--- src/rtl/dm_responder.sv ---
// dm_responder: word-addressed data-memory slave with a req/ready handshake
// and WAIT programmable wait states between acceptance and response.
// Optional feature macro: DM_BYTE_WRITE_EN adds the `be` port and
// byte-granular stores.
module dm_responder #(
  parameter int NADDR = 7,
  parameter int WAIT  = 2
) (
  input  logic             clk,
  input  logic             rst,
  input  logic             req,
  input  logic             we,
  input  logic [NADDR-1:0] addr,
  input  logic [31:0]      wdata,
`ifdef DM_BYTE_WRITE_EN
  input  logic [3:0]       be,
`endif
  output logic [31:0]      rdata,
  output logic             ready,
  output logic             busy
);

  typedef enum logic [1:0] {S_IDLE, S_WAIT, S_RESP} state_t;

  state_t             state;
  logic [3:0]         cnt;
  logic               h_we;
  logic [NADDR-1:0]   h_addr;
  logic [31:0]        h_wdata;
  logic [3:0]         h_be;
  logic [31:0]        mem [2**NADDR];

  logic [3:0]         be_in;
  logic               accept;
  logic               c_fire;
  logic               c_we;
  logic [NADDR-1:0]   c_addr;
  logic [31:0]        c_wdata;
  logic [3:0]         c_be;

`ifdef DM_BYTE_WRITE_EN
  assign be_in = be;
`else
  assign be_in = 4'hF;
`endif

  // A request is taken whenever we are not counting wait states.
  assign accept = req && (state != S_WAIT);

  // Commit is the edge that enters RESP. With no wait states that edge is
  // the accepting edge itself, so the live inputs are committed directly and
  // a coincident reset suppresses it. Otherwise the held request commits on
  // the last wait edge, even if reset arrives on that same edge.
  assign c_fire  = (WAIT == 0) ? (accept && !rst)
                               : ((state == S_WAIT) && (cnt == 4'd1));
  assign c_we    = (WAIT == 0) ? we    : h_we;
  assign c_addr  = (WAIT == 0) ? addr  : h_addr;
  assign c_wdata = (WAIT == 0) ? wdata : h_wdata;
  assign c_be    = (WAIT == 0) ? be_in : h_be;

  // Handshake FSM: holding registers, wait counter, registered ready/busy/rdata.
  always_ff @(posedge clk) begin
    if (rst) begin
      state   <= S_IDLE;
      cnt     <= 4'd0;
      h_we    <= 1'b0;
      h_addr  <= '0;
      h_wdata <= 32'h0;
      h_be    <= 4'h0;
      ready   <= 1'b0;
      busy    <= 1'b0;
      rdata   <= 32'h0;
    end else begin
      if (c_fire && !c_we) rdata <= mem[c_addr];
      case (state)
        S_WAIT: begin
          cnt <= cnt - 4'd1;
          if (cnt == 4'd1) begin
            state <= S_RESP;
            ready <= 1'b1;
            busy  <= 1'b0;
          end
        end
        default: begin
          if (req) begin
            h_we    <= we;
            h_addr  <= addr;
            h_wdata <= wdata;
            h_be    <= be_in;
            cnt     <= 4'(WAIT);
            if (WAIT > 0) begin
              state <= S_WAIT;
              ready <= 1'b0;
              busy  <= 1'b1;
            end else begin
              state <= S_RESP;
              ready <= 1'b1;
              busy  <= 1'b0;
            end
          end else begin
            state <= S_IDLE;
            ready <= 1'b0;
            busy  <= 1'b0;
          end
        end
      endcase
    end
  end

  // Memory array: never reset, written only by a committing store.
  always_ff @(posedge clk) begin
    if (c_fire && c_we) begin
      for (int i = 0; i < 4; i++) begin
        if (c_be[i]) mem[c_addr][8*i +: 8] <= c_wdata[8*i +: 8];
      end
    end
  end

endmodule

--- config.mk ---
export PLATFORM = sky130hd
export DESIGN_NAME = dm_responder
export DESIGN_NICKNAME = d
export VERILOG_FILES = /design/src/rtl/dm_responder.sv
export SDC_FILE = /design/constraint.sdc
export NUM_CORES = 2
export LEC_CHECK = 0
export CORE_ASPECT_RATIO = 1.5
export CORE_MARGIN = 1
export CORE_UTILIZATION = 47
export DETAILED_ROUTE_END_ITERATION = 8
export GPL_TIMING_DRIVEN = 1
export PLACE_DENSITY = 0.6
export SLEW_MARGIN = 15
export SYNTH_ARGS = -nofsm -noshare
export SYNTH_HDL_FRONTEND = slang
export SYNTH_SLANG_ARGS = --single-unit
--- constraint.sdc ---
create_clock -name clk -period 8.05 [get_ports clk]
set_input_delay 1.61 -clock clk [delete_from_list [all_inputs] [get_ports clk]]
set_output_delay 1.61 -clock clk [all_outputs]
set_load 0.05 [all_outputs]
### Yosys cells after proc, flatten, opt, wreduce, memory -nomap -nowiden

Memories as Yosys holds them, arrays and structs flattened. A register that Yosys moved wholly into a read port is not among the register bits.
Index checks and enable logic that the tools add are counted.

| word-level totals | value |
|---|---|
| memory bits (read-only) | 0 |
| memories | 1 |
| output and inout bits | 34 |
| logic and storage cells | 41 |
| latch bits | 0 |
| memory bits (writable) | 4096 |
| register bits after elaboration | 49 |

| cells by class | value |
|---|---|
| bitwise logic cells | 1 |
| $add $sub $neg | 1 |
| reductions and logical operators | 7 |
| $lt $le $gt $ge | 0 |
| equal/unequal tests | 3 |
| multipliers | 0 |
| mux-type cells | 20 |
| divide/modulo/power cells | 0 |
| shift-type cells | 0 |

Memory list:

| name | words | width | read ports | clocked after memory_dff | wr ports | line | RTL |
|---|---|---|---|---|---|---|---|
| mem | 128 | 32 | 1 | 1 | 1 | 31 | `logic [31:0] mem [2**NADDR];` |

Operators by type and width:

| kind | count |
|---|---|
| 1-bit 2-to-1 mux | 16 |
| 4-bit 2-to-1 mux | 2 |
| 4-bit by 1-bit equality test with 1-bit output (second input constant) | 1 |
| 2-bit 2-to-1 mux | 2 |
| 4-bit by 1-bit subtractor with 4-bit output (second input constant) | 1 |
| 1-bit logical AND | 3 |
| 2-bit by 1-bit equality test with 1-bit output (second input constant) | 1 |
| 2-bit by 1-bit != test with 1-bit output (second input constant) | 1 |
| 2-bit AND reduction | 1 |
| 2-bit nonzero test | 1 |
| 2-bit OR reduction | 1 |
| 1-bit zero test | 1 |
| 1-bit inverter | 1 |

### Depth between registers and ports, before layout

| logic depth | value |
|---|---|
| depth in word-level cells | 5 |
| mapped depth | 13 |

### Least setup slack after synthesis

OpenSTA, ideal clock, no wires.

| timing path | value |
|---|---|
| path kind | register -> register |
| from | reg state[0] |
| to | mem mem[35][0], enable pin |
| buffers on the path | 2 |
| data required time | 7629 ps |
| arrival | 3347 ps |
| cell stages (with the launch flop) | 8 |
| slack | 4282 ps |
| cells stage by stage | dfxtp_1 nor2b_1 and2_1 and3_1 clkbuf_1 nand2_1 clkbuf_1 nor2_1 |

| on the way | value |
|---|---|
| longest elaborated chain between the ends | 5 |

Ends and longest elaborated chain:

| element | line | RTL |
|---|---|---|
| start: declaration | 25 | `state_t state;` |
| start signal: assignment | 64 | `state <= S_IDLE;` |
| start signal: assignment | 79 | `state <= S_RESP;` |
| start signal: assignment | 92 | `state <= S_WAIT;` |
| 2-bit by 1-bit equality test with 1-bit output | 55 | `: ((state == S_WAIT) && (cnt == 4'd1));` |
| 1-bit logical AND | 55 |  |
| 1-bit logical AND | 112 | `if (c_fire && c_we) begin` |
| 1-bit 2-to-1 mux | 112 |  |
| 1-bit 2-to-1 mux (implied by the code) | 114 | `if (c_be[i]) mem[c_addr][8*i +: 8] <= c_wdata[8*i +: 8];` |
| end: declaration | 31 |  |

No other way between the ends.

==> results.md <==
* Count leader, synth: edfxtp_1
* Htree depth at 5
* Setup WS pre-CTS at 3.22 ns
* Postcts setup bufs at 0
* Sequential cell area fraction in the yosys report at 0.778
* Mapped Cells at approximately 8600
* DRT iter0 DRCs at 14200
* GPL Wtd Cong at 0.931
* Total wire length at 550000 um
* Vias in the first global route at 89900
* DR WL met2 at ~250000 um
* IO Count at 77
* First-pass GRT wire length at 751000 um
* Synth area leaders: edfxtp_1, mux4_2, a221oi_1, mux2i_1, mux2_2
* Setup-failing EPs final at 0
* HP Class: reg -> reg
* I/O Buffers at 76
* Initial core utilization at 0.472
* Top Metal Used: met5
* Library cells used by synthesis at 83
* CTS root buf: clkbuf_16
* EDFF count, synth at just over 4000
* CTS tree: built
* Crit start category: flip-flop
* CP required at 8.89 ns
* Max-slew violation count at 0
* Max frequency at 0.197 GHz
* CTS max path bufs at 4
* Detailed Routing Iterations Pass 1 at 9
* Clk_skew at 0.0638 ns
* Core box area at 0.339 mm2
* Yosys top cell by area: edfxtp_1
* WL met1 at ~190000 um
* Number of buffers created by CTS at approximately 380
* Leakage at 58.1 nW
* Reg clk slew, reported paths at approximately 0.07 ns
* GRT Overall Usage at 0.317
* Die extent in x at approximately 480 um
* Warnings, synthesis at 0
* Vias/cell at 6.79
* Critical path class: reg -> reg
* Post-synthesis register bit count at about 4200
* DR WL met3 at 61700 um
* Largest net degree at the start of global routing at 99
* CTS Hold Bufs at 0
* Tmin final at between 5 and 6 ns
* Status: finished, final reports clean
* Max cap viols at 0
* Hpwl dp at approximately 320000 um
* Layout fillers at approximately 26000
* Via count at 92900
* Least-Margin Pin Slew at approximately 1.4 ns
* Fin nets at 8909
* Worst Setup End Kind: flip-flop
* Pwr Density at 250 mW/mm2
* Worst setup margin at 2.99 ns
* Initial antenna violation count at 56
* Top post-synthesis cells by count: edfxtp_1, a221oi_1, nor2_1
* Syn avg cell area at 18.5 um2
* Gr ovfl total at 0
* Worst-path maximum fanout at 87
* Clk_lat worst skew at 0.97 ns
* RSZ-0062 raised after global routing: false
* Most used DFF post-synth: edfxtp_1
* DRC violations left at 0
* Resized cells post-CTS at 0
* Synth top area share at 0.768
* Die area at 0.343 mm2
* Die H at 717 um
* Post-route ant nets at 0
* WL per Instance at ~40 um
* VDD IR max at 206 uV
* P&R area growth vs syn at 12.4%
* Mapped Area at 0.160 mm2
* TritonCTS Sinks at 4176
* Syn Nets at 8692
* Data arrival, critical path at 5.91 ns
* Fin crit share at 0.629
* Ratio of cells with drive above 1 in the final layout at 0.190
* Total Neg Setup Slack at 0 ns
* Final hold viol count at 0
* Worst relative slew slack at 0.0861
* Rows at between 200 and 300
* Async set-reset flop share out of synthesis at 0
## cell type report
cell class,instances,area (um2),area share
tap,4488,5620,0.0312
inverter,10,65.1,0.000361
clock buffer,471,10000,0.0556
antenna,29,72.6,0.000403
multi-input combinational,3842,33300,0.185
clock inverter,214,2190,0.0122
sequential,4176,125000,0.693
timing repair buffer,456,4000,0.0222
## cells in the final DEF, fill, tap and decap left out, types with 31 or more instances in the layout
| cell | synthesis | layout |
|---|---|---|
| dfxtp_4 | 0 | 37 |
| a211oi_1 | 63 | 59 |
| a22o_1 | 40 | 40 |
| buf_4 | 103 | 346 |
| clkdlybuf4s50_1 | 0 | 75 |
| clkbuf_16 | 0 | 384 |
| a221o_1 | 44 | 44 |
| bufinv_16 | 0 | 41 |
| buf_12 | 1 | 31 |
| mux2_2 | 210 | 210 |
| clkinv_1 | 1 | 63 |
| a22oi_1 | 159 | 159 |
| clkbuf_1 | 167 | 80 |
| nand2_1 | 389 | 379 |
| o211ai_1 | 35 | 35 |
| clkinv_2 | 0 | 75 |
| a21oi_1 | 283 | 283 |
| a31oi_1 | 38 | 37 |
| mux4_2 | 326 | 326 |
| dfxtp_1 | 80 | 41 |
| nor2_4 | 0 | 133 |
| nand3_1 | 43 | 43 |
| o221ai_1 | 53 | 53 |
| edfxtp_1 | 4096 | 4096 |
| nor2_1 | 438 | 303 |
| o22ai_1 | 79 | 79 |
| a221oi_1 | 642 | 641 |
| o221a_2 | 34 | 34 |
| mux2i_1 | 392 | 391 |
| o21ai_0 | 266 | 260 |
## state kept, by name (all words and copies together), names as in the netlist, 2 cells and up
signal,count
c_addr,7
c_wdata,32
cnt,4
mem,4096
rdata,32
state,2
## cell families (layout without fill, tap and decap cells)
| logic type | count (synthesis) | in the layout | synth area share |
|---|---|---|---|
| fa+ha+maj | 2 | 2 | 0.000156 |
| flops | 4176 | 4176 | 0.778 |
| other cells | 0 | 29 | 0 |
| buf+inv | 629 | 1151 | 0.0218 |
| simple gates | 992 | 992 | 0.0257 |
| compound gates | 1917 | 1917 | 0.0889 |
| mux | 931 | 931 | 0.0853 |
## where the power goes
part	total (W)	switching (W)	internal, W
Sequential	0.0241	0.000238	0.0239
Clock	0.0182	0.00804	0.0102
Combinational	0.00267	0.00195	0.000720
Total	0.0450	0.0102	0.0348
## worst paths after layout
path,from,to,slack [ns],cells after the start
min reg2reg,c_addr[6],c_addr[6],0.46,2
max reg2reg,c_addr[1],rdata[27],2.99,8
min,c_addr[6],c_addr[6],0.46,2
max,c_addr[1],rdata[27],2.99,8
## metrics by stage
stage          power, W  cells  hold WS, ns  instance area (um2)  utilization
2_1_floorplan    0.0259   8647        0.432               160000            -
3_3_place_gp     0.0272  13000        0.447               168000        0.494
3_5_place_dp     0.0272  13000        0.447               168000        0.494
4_1_cts          0.0450  13700        0.456               180000        0.530
5_1_grt          0.0459  13700        0.492               180000        0.530
6_report         0.0450  13700        0.462               180000        0.531
## worst max-delay path, stage by stage (launching register included)
cell and delay (ns):
dfxtp_4 0.48, buf_4 0.77, and2b_4 0.62, buf_12 0.43, a221oi_1 0.20, o221a_2 0.34, a211oi_1 0.97, a31oi_1 0.49
a31oi_1 0.33
## metal layers
layer	vias up	track usage
met3	1360	0.0686
li1	36300	-
met2	6558	0.493
met1	48600	0.401
met5	-	0
met4	22	0.212
Power figures use the tool's default switching activity.
